<file path="src/rtl/par_gen_n_if.sv">
// Sample-in / frame-out bundle for par_gen_n, plus phase and overflow status.
// slave = splitter side, master = sample source and frame consumer side.
interface par_gen_n_if #(
    parameter int W_IN = 15,
    parameter int N_PH = 6
);
    localparam int CNT_W = $clog2(N_PH);

    logic signed [W_IN-1:0]      data_in;
    logic                        in_valid;
    logic                        sync;
    logic [N_PH*W_IN-1:0]        data_out;
    logic                        out_valid;
    logic                        out_ready;
    logic [CNT_W-1:0]            phase;
    logic                        ovf;
    logic                        ovf_clr;

    modport slave (
        input  data_in, in_valid, sync, out_ready, ovf_clr,
        output data_out, out_valid, phase, ovf
    );

    modport master (
        output data_in, in_valid, sync, out_ready, ovf_clr,
        input  data_out, out_valid, phase, ovf
    );
endinterface

</file>
<file path="src/rtl/par_gen_n.sv">
// Polyphase splitter: N_PH accepted samples -> one N_PH-lane frame, 1 cycle after the last sample.
// Never stalls the input: a frame completing while the held frame is unconsumed is dropped and sets sticky ovf.
module par_gen_n #(
    parameter int W_IN = 15,
    parameter int N_PH = 6
) (
    input  logic       clk,
    input  logic       rstn,
    par_gen_n_if.slave bus
);
    localparam int CNT_W = $clog2(N_PH);
    localparam logic [CNT_W-1:0] LAST_PH = CNT_W'(N_PH - 1);

    typedef logic [W_IN-1:0]    sample_t;
    typedef sample_t [N_PH-1:0] frame_t;

    frame_t           collect_q, collect_d;
    frame_t           frame_q, frame_d;
    logic             out_valid_q, out_valid_d;
    logic [CNT_W-1:0] phase_q, phase_d;
    logic             ovf_q, ovf_d;

    logic complete;
    logic can_load;

    // A sync-qualified sample always lands in lane 0, so it can never close a frame.
    assign complete = bus.in_valid && !bus.sync && (phase_q == LAST_PH);
    assign can_load = !out_valid_q || bus.out_ready;

    always_comb begin
        collect_d = collect_q;
        phase_d   = phase_q;
        if (bus.in_valid) begin
            if (bus.sync) begin
                collect_d[0] = bus.data_in;
                phase_d      = CNT_W'(1);
            end else begin
                for (int k = 0; k < N_PH; k++) begin
                    if (phase_q == CNT_W'(k)) begin
                        collect_d[k] = bus.data_in;
                    end
                end
                phase_d = complete ? '0 : phase_q + CNT_W'(1);
            end
        end else if (bus.sync) begin
            phase_d = '0;
        end
    end

    always_comb begin
        frame_d     = frame_q;
        out_valid_d = out_valid_q;
        ovf_d       = ovf_q;
        if (out_valid_q && bus.out_ready) begin
            out_valid_d = 1'b0;
        end
        // Clear is applied first so a drop in the same cycle wins.
        if (bus.ovf_clr) begin
            ovf_d = 1'b0;
        end
        if (complete) begin
            if (can_load) begin
                frame_d     = collect_d;
                out_valid_d = 1'b1;
            end else begin
                ovf_d = 1'b1;
            end
        end
    end

    always_ff @(posedge clk or negedge rstn) begin
        if (!rstn) begin
            collect_q   <= '0;
            frame_q     <= '0;
            out_valid_q <= 1'b0;
            phase_q     <= '0;
            ovf_q       <= 1'b0;
        end else begin
            collect_q   <= collect_d;
            frame_q     <= frame_d;
            out_valid_q <= out_valid_d;
            phase_q     <= phase_d;
            ovf_q       <= ovf_d;
        end
    end

    assign bus.data_out  = frame_q;
    assign bus.out_valid = out_valid_q;
    assign bus.phase     = phase_q;
    assign bus.ovf       = ovf_q;

    a_hold_frame: assert property (@(posedge clk) disable iff (!rstn)
        (out_valid_q && !bus.out_ready) |=> (out_valid_q && $stable(frame_q)));

    a_phase_range: assert property (@(posedge clk) disable iff (!rstn)
        phase_q <= LAST_PH);
endmodule

</file>
<file path="src/flat_wrapper.sv">
// flat-port wrapper written by rule: the top's interface ports become plain ports
module par_gen_n_flat 
#(
    parameter int W_IN = 15,
    parameter int N_PH = 6
)
  (clk, rstn, bus_data_in, bus_in_valid, bus_sync, bus_out_ready, bus_ovf_clr, bus_data_out, bus_out_valid, bus_phase, bus_ovf);
  par_gen_n_if #(.W_IN(W_IN), .N_PH(N_PH)) bus_i ();
  input  logic clk;
  input  logic rstn;
  input wire logic [$bits(bus_i.data_in)-1:0] bus_data_in;
  input wire logic [$bits(bus_i.in_valid)-1:0] bus_in_valid;
  input wire logic [$bits(bus_i.sync)-1:0] bus_sync;
  input wire logic [$bits(bus_i.out_ready)-1:0] bus_out_ready;
  input wire logic [$bits(bus_i.ovf_clr)-1:0] bus_ovf_clr;
  output wire logic [$bits(bus_i.data_out)-1:0] bus_data_out;
  output wire logic [$bits(bus_i.out_valid)-1:0] bus_out_valid;
  output wire logic [$bits(bus_i.phase)-1:0] bus_phase;
  output wire logic [$bits(bus_i.ovf)-1:0] bus_ovf;
  assign bus_i.data_in = bus_data_in;
  assign bus_i.in_valid = bus_in_valid;
  assign bus_i.sync = bus_sync;
  assign bus_i.out_ready = bus_out_ready;
  assign bus_i.ovf_clr = bus_ovf_clr;
  assign bus_data_out = bus_i.data_out;
  assign bus_out_valid = bus_i.out_valid;
  assign bus_phase = bus_i.phase;
  assign bus_ovf = bus_i.ovf;
  par_gen_n #(.W_IN(W_IN), .N_PH(N_PH)) u_core (.clk(clk), .rstn(rstn), .bus(bus_i));
endmodule
</file>
<file path="config.mk">
export PLATFORM = sky130hd
export DESIGN_NAME = par_gen_n_flat
export DESIGN_NICKNAME = d
export VERILOG_FILES = /design/src/rtl/par_gen_n_if.sv /design/src/rtl/par_gen_n.sv /design/src/flat_wrapper.sv
export SDC_FILE = /design/constraint.sdc
export NUM_CORES = 1
export LEC_CHECK = 0
export BUFFER_PORTS_ARGS = -buffer_cell sky130_fd_sc_hd__clkbuf_2
export CAP_MARGIN = 15
export CORE_MARGIN = 4
export CORE_UTILIZATION = 55
export CTS_BUF_LIST = sky130_fd_sc_hd__clkbuf_16
export DETAILED_ROUTE_END_ITERATION = 8
export GPL_TIMING_DRIVEN = 0
export PLACE_DENSITY_LB_ADDON = 0.1
export SLEW_MARGIN = 20
export SYNTH_ARGS = -nofsm -noshare
export SYNTH_HDL_FRONTEND = slang
export SYNTH_SLANG_ARGS = --single-unit
</file>
<file path="constraint.sdc">
create_clock -name clk -period 3 [get_ports clk]
set_clock_uncertainty 0.15 [all_clocks]
set_input_delay 0 -clock clk [delete_from_list [all_inputs] [get_ports clk]]
set_output_delay 0 -clock clk [all_outputs]
set_load 0.1 [all_outputs]
</file>
==> metrics.md, run 1 <==
| Metric | Value |
|---|---|
| Status | `complete, no violations` |
| Final setup vio count | `0` |
| WP data required | `3150 ps` |
| Post-route ant nets | `0` |
| Final hold slack | `31.04 ps` |
| Synth Warn # | `0` |
| First-pass GRT wire length | `between 20000 and 25000 µm` |
| Total core area | `12570 µm²` |
| Antenna violations before repair | `0` |
| Worst-Skew Late Latency | `approximately 420 ps` |
| Startpoint Class | `flip-flop` |
| Number of clock sinks | `170` |
| Synth Cell Area | `~7000 µm²` |
| Worst EP arrival | `about 2600 ps` |
| Met3 Resource Use GR | `slightly below 5%` |
| Share of cells above drive strength 1 | `roughly half` |
| Num ports | `116` |
| WL/cell | `between 15 and 20 µm` |
| Most common cell after layout, fill and taps aside | `dfrtp_1` |
| Vias | `between 3000 and 4000` |
| Post-Syn Area per Cell | `roughly 17 µm²` |
| Reg clk slew, reported paths | `roughly 60 ps` |
| Worst setup EP type | `flip-flop` |
| Final core utilization | `a little under 70%` |
| Combinational share of power | `between 20% and 30%` |
| Die X | `between 100 and 150 µm` |
| Area grow syn2layout | `21.86%` |
| Die height | `around 120 µm` |
| Post-DP HPWL | `approximately 9300 µm` |
| M1 GR Usage | `28.20%` |
| Buffers on Ports | `approximately 120` |
| Hold Path Class | `in -> async` |
| Peak supply drop | `around 0.43 mV` |
| Grt ovf | `0` |
| Number of global-route vias before repair | `between 4000 and 5000` |
| # H-tree levels | `4` |
| RSZ-0062 raised after global routing | `false` |
| Starting Density | `56.02%` |
| Clock power share | `between 30% and 40%` |
| PwrDens | `around 730 nW/µm²` |
| Most Crowded Layer GR | `met2` |
| 1st-pass router iterations | `5` |
| CTS tree | `built` |
| Routability cong. | `0.7701` |
| Met2 usage in global routing | `around a third` |
| Post-place setup slack | `591.0 ps` |
| Final wirelength | `approximately 14000 µm` |
| Seq pwr share | `between 40% and 50%` |
| Routed vias/inst | `5.067` |
| Dpl cells | `a little over 700` |
| Switching power | `slightly above 2 mW` |
| Internal | `around 4.2 mW` |
| Final period util | `81.88%` |
| CTS Buf Count | `17` |
| Register area share after synthesis | `between 60% and 70%` |
| Core Rows | `41` |
| Final setup margin | `between 500 and 600 ps` |
| Die ar. | `14670 µm²` |
| Detailed Route Iter0 Violations | `between 150 and 200` |
| Type of the worst setup path | `reg -> reg` |
| F_max | `between 400 and 500 MHz` |
| Worst slew pin tran | `between 600 and 700 ps` |
| Crit-path max FO | `10` |
| Root Buffer | `clkbuf_16` |
| Finished Layout Cells | `between 700 and 800` |
| Setup_tns | `0 ps` |
| Largest net degree at the start of global routing | `between 80 and 90` |
| Postcts setup bufs | `0` |
| CTS max path bufs | `2` |
| Drt drc | `0` |
| Switch share | `about a third` |
| Flops & latches, synth | `170` |
| Slew Viols, Final | `0` |
| Synth unique cells | `28` |
| Cell area after layout | `around 8600 µm²` |
| Syn Inst Count | `421` |
| Final Power | `6.254 mW` |
| Static leakage | `4.660 nW` |
| Syn Nets | `between 400 and 500` |
| Max_slew headroom | `between 50% and 60%` |
| Final Hold Fails | `0` |
| Commonest cells after routing, fill and taps aside | `170 x dfrtp_1, 114 x clkbuf_2, 95 x mux2_4` |
| Final nets | `604` |
| Max_cap viols | `0` |
| Total GRT Usage | `between 20 and 25%` |
| Placed Instance Area | `~7900 µm²` |
| N_diodes | `0` |
| Clock period minus final worst setup slack | `2456 ps` |
[cell usage after synthesis]
cell type  instances  area (µm²)
a21boi_0           1       7.510
a21oi_1            2       10.01
buf_1              1       3.750
buf_2              4       20.02
buf_6             14       157.7
buf_8              2       30.03
clkbuf_1           3       11.26
dfrtp_1          170        4254
ha_1               5       62.56
inv_1             19       71.32
mux2_1            10       112.6
mux2_2            45       506.7
mux2_4            95        1426
mux2i_1            1       10.01
nand2_1            2       7.510
nand2b_1           3       18.77
nand3_1            1       5.000
nand3b_4           1       20.02
nand4b_4           2       47.55
nor2_1             1       3.750
nor2b_1            2       12.51
nor4bb_1           2       20.02
o21a_1             1       7.510
o21ai_0           16       80.08
o21ai_2            1       8.760
o22ai_1            1       6.260
o31ai_1           15       112.6
or3_1              1       6.260
[timing repair]
action                    in CTS  in global routing
gates resized for setup        0                  0
hold endpoints to repair     244                  0
hold buffers                  22                  0
[cells by family (layout without fill, tap and decap cells)]
family / count (synthesis) / count (layout) / synth area share, %
and+or+nand+nor: 15 / 15 / 2.008
DFF: 170 / 170 / 60.42
muxes: 151 / 151 / 29.20
buffers and inverters: 43 / 208 / 4.176
adders and majority gates: 5 / 5 / 0.8886
AOI/OAI and AO/OA: 37 / 37 / 3.306
[power by group through the flow]
stage          Combinational [mW]  Sequential (mW)  Clock [mW]
2_1_floorplan               0.527             3.53           0
3_3_place_gp                 1.53             2.80           0
3_5_place_dp                 1.56             2.82           0
4_1_cts                      1.59             2.78        1.94
5_1_grt                      1.65             2.82        2.04
6_report                     1.58             2.78        1.89
[critical path: stages (launching register included)]
cell,delay [ps]
dfrtp_1,440
inv_1,100
ha_1,280
nor4bb_1,280
buf_2,290
buf_8,200
mux2_4,320
mux2_4,270
[state kept, by name, indices dropped and copies added, names as in the netlist]
signal,cells
u_core.bus.data_out,90
u_core.bus.out_valid,1
u_core.collect_q,75
u_core.bus.ovf,1
u_core.bus.phase,3
[final timing paths]
kind,from,to,slack (ps),depth (start not counted)
setup / recovery,u_core.bus.phase[1]$_DFFE_PN0P_,u_core.bus.data_out[20]$_DFFE_PN0P_,540,7
max in group asynchronous,rstn,u_core.collect_q[68]$_DFF_PN0_,1840,3
min in group clk,bus_sync,u_core.bus.phase[2]$_DFFE_PN0P_,300,4
hold / removal,rstn,u_core.bus.phase[2]$_DFFE_PN0P_,30,2
setup reg to reg,u_core.bus.phase[1]$_DFFE_PN0P_,u_core.bus.data_out[20]$_DFFE_PN0P_,540,7
hold reg to reg,u_core.collect_q[52]$_DFF_PN0_,u_core.collect_q[52]$_DFF_PN0_,340,1
[metal layers]
metal  vias up  wire, µm
li1       1786         -
met1      1959      6545
met2        80      6642
met3        16       557
met4         0       221
met5         -         0
[final cells by class]
class                      count  area (µm²)
sequential                   170        4254
fill                         919        3989
multi-input combinational    208        2492
timing repair buffer         138       832.0
clock buffer                  17       425.4
buffer                        24       222.7
tap                          172       215.2
inverter                      19       71.32
clock inverter                10       66.31
Note: power is estimated with default switching activity, not from simulation.
==> run 2, diff against run 1 <==
- clock period: 3 -> 2.3 ns (I/O delays scaled with it)
==> run 2 against run 1 <==
Compared with the run above:
- flip-flop and latch count stayed put
- sequential power rose by 31%
- sequential share of layout area fell by 0.42 points
- register-to-register slack worse by 450 ps
- design area up 1.1%
- critical endpoint is now u_core.bus.data_out[41]$_DFFE_PN0P_
- largest cell class unchanged
==> metrics.md, run 2 (same netlist as run 1, synthesis figures left out) <==
| Metric | Value |
|---|---|
| Status | `complete, no violations (unchanged)` |
| Final Power | `8.129 mW (was 6.254 mW)` |
| Buffers on Ports | `115 (unchanged)` |
| Starting Density | `56.02% (unchanged)` |
| Area grow syn2layout | `23.16% (was 21.86%)` |
| Root Buffer | `clkbuf_16 (unchanged)` |
| Worst EP arrival | `2350 ps (was 2610 ps)` |
| Vias | `3924 (was 3841)` |
| Max_cap viols | `0 (unchanged)` |
| Number of fill cells | `871 (was 919)` |
| Die ar. | `14670 µm² (unchanged)` |
| Final setup vio count | `0 (unchanged)` |
| First-pass GRT wire length | `23490 µm (was 22410 µm)` |
| Detailed Route Iter0 Violations | `146 (was 161)` |
| Crit-path max FO | `10 (unchanged)` |
| Post-DP HPWL | `9489 µm (was 9298 µm)` |
| Static leakage | `4.685 nW (was 4.660 nW)` |
| Total core area | `12570 µm² (unchanged)` |
| Setup_tns | `0 ps (unchanged)` |
| Num ports | `116 (unchanged)` |
| Hold Path Class | `in -> async (unchanged)` |
| # H-tree levels | `4 (unchanged)` |
| Worst slew pin tran | `583.4 ps (was 681.3 ps)` |
| Die height | `121.1 µm (unchanged)` |
| Core Rows | `41 (unchanged)` |
| Max_slew headroom | `61.11% (was 54.58%)` |
| Die X | `121.1 µm (unchanged)` |
| Cell area after layout | `8671 µm² (was 8579 µm²)` |
| Clock period minus final worst setup slack | `2207 ps (was 2456 ps)` |
| CTS max path bufs | `2 (unchanged)` |
| Peak supply drop | `0.5773 mV (was 0.4299 mV)` |
| CTS tree | `built (unchanged)` |
| CP Cell Sequence | `inv_2, ha_1, nor4bb_4, buf_4, buf_8, mux2_4, mux2_4 (was inv_1, ha_1, nor4bb_1, buf_2, buf_8, mux2_4, mux2_4)` |
| PwrDens | `937.5 nW/µm² (was 729.0 nW/µm²)` |
| Routability cong. | `0.7809 (was 0.7701)` |
| Total GRT Usage | `21.12% (was 20.29%)` |
| N_diodes | `0 (unchanged)` |
| RSZ-0062 raised after global routing | `false (unchanged)` |
| Final hold slack | `10.07 ps (was 31.04 ps)` |
| Commonest cells after routing, fill and taps aside | `167 x dfrtp_1, 114 x clkbuf_2, 95 x mux2_4 (was 170 x dfrtp_1, 114 x clkbuf_2, 95 x mux2_4)` |
| Final nets | `610 (was 604)` |
| Final Hold Fails | `0 (unchanged)` |
| Final wirelength | `14350 µm (was 13970 µm)` |
| 1st-pass router iterations | `4 (was 5)` |
| CTS Buf Count | `17 (unchanged)` |
| Grt ovf | `0 (unchanged)` |
| Startpoint Class | `flip-flop (unchanged)` |
| WP data required | `2440 ps (was 3150 ps)` |
| CP max-delay cell | `dfrtp_4 (was dfrtp_1)` |
| Crit-path most repeated cell | `mux2_4 (unchanged)` |
| Slew Viols, Final | `0 (unchanged)` |
| WL/cell | `18.71 µm (was 18.42 µm)` |
| Antenna violations before repair | `0 (unchanged)` |
| Largest net degree at the start of global routing | `98 (was 87)` |
| Worst setup EP type | `flip-flop (unchanged)` |
| CP peak stage delay | `510 ps (was 440 ps)` |
| Placed Instance Area | `7889 µm² (was 7868 µm²)` |
| Routed vias/inst | `5.116 (was 5.067)` |
| Largest register FFs | `90 (unchanged)` |
| Reg clk slew, reported paths | `60 ps (about the same)` |
| Post-route ant nets | `0 (unchanged)` |
| Share of cells above drive strength 1 | `53.28% (was 51.19%)` |
| Type of the worst setup path | `reg -> reg (unchanged)` |
| Drt drc | `0 (unchanged)` |
| Largest delay share family, worst path | `multiplexers (was buffers and inverters)` |
| Most common cell after layout, fill and taps aside | `dfrtp_1 (unchanged)` |
| Multi-input gate area | `2526 µm² (was 2492 µm²)` |
| Number of global-route vias before repair | `4273 (was 4102)` |
| F_max | `453.1 MHz (was 407.1 MHz)` |
| Final period util | `95.95% (was 81.88%)` |
| Number of clock sinks | `170 (unchanged)` |
| Worst-Skew Late Latency | `420 ps (about the same)` |
| Crit path buf inv count | `3 (unchanged)` |
| Register area | `4263 µm² (was 4254 µm²)` |
## run 2: worst register-to-register path, stage by stage (launching register included)
cell,delay [ps]
dfrtp_4,510
inv_2,90
ha_1,150
nor4bb_4,200
buf_4,200
buf_8,170
mux2_4,330
mux2_4,270
## run 2: final timing paths
kind | from | end | slack [ps] | cells after the start
min | rstn | u_core.bus.data_out[34]$_DFFE_PN0P_ | 10 | 2
min in group clk | bus_out_ready | u_core.bus.out_valid$_DFF_PN0_ | 330 | 4
max reg2reg | u_core.bus.phase[0]$_DFFE_PN0P_ | u_core.bus.data_out[41]$_DFFE_PN0P_ | 90 | 7
max in group asynchronous | rstn | u_core.collect_q[72]$_DFF_PN0_ | 1140 | 3
max | u_core.bus.phase[0]$_DFFE_PN0P_ | u_core.bus.data_out[41]$_DFFE_PN0P_ | 90 | 7
min reg2reg | u_core.collect_q[43]$_DFF_PN0_ | u_core.collect_q[43]$_DFF_PN0_ | 340 | 1
## run 2: per-stage QoR
stage                     worst slack (ps)  instances  utilization, %
final                                93.16        767           68.99
after global routing                 5.408        767           68.99
after CTS                            9.858        761           68.46
after detailed placement            -1.593        709           62.77
after global placement               -2436        708           62.48
after floorplan                      28.35        421               -
## run 2: final cells by class
cell class / instances / area share [%]
Buffer: 24 / 2.626
Clock buffer: 17 / 4.906
Timing Repair Buffer: 144 / 10.12
Inverter: 19 / 0.8225
Sequential cell: 170 / 49.16
Multi-Input combinational cell: 208 / 29.13
Clock inverter: 13 / 0.7504
Tap cell: 172 / 2.482
## run 2: timing repair
| item | CTS | global route |
|---|---|---|
| resized for setup | 2 | 4 |
| hold endpoints to repair | 285 | 0 |
| setup buffers | 0 | 6 |
| hold buffers | 22 | 0 |
| setup endpoints to repair | 17 | 20 |
| pin swaps | 0 | 0 |
## run 2: layer usage
layer / part of all wire, % / GRT usage, % / vias up
met5: 0 / 0 / -
met4: 1.0 / 5.392 / 0
met3: 4.4 / 5.828 / 13
met2: 49 / 33.69 / 94
met1: 45 / 28.97 / 2020
li1: - / - / 1797
## run 2: report_power, final
part | internal (mW) | switching (mW) | total, mW
registers | 3.45 | 0.185 | 3.64
logic | 0.635 | 1.44 | 2.07
clock network | 1.33 | 1.08 | 2.42
total | 5.42 | 2.71 | 8.13
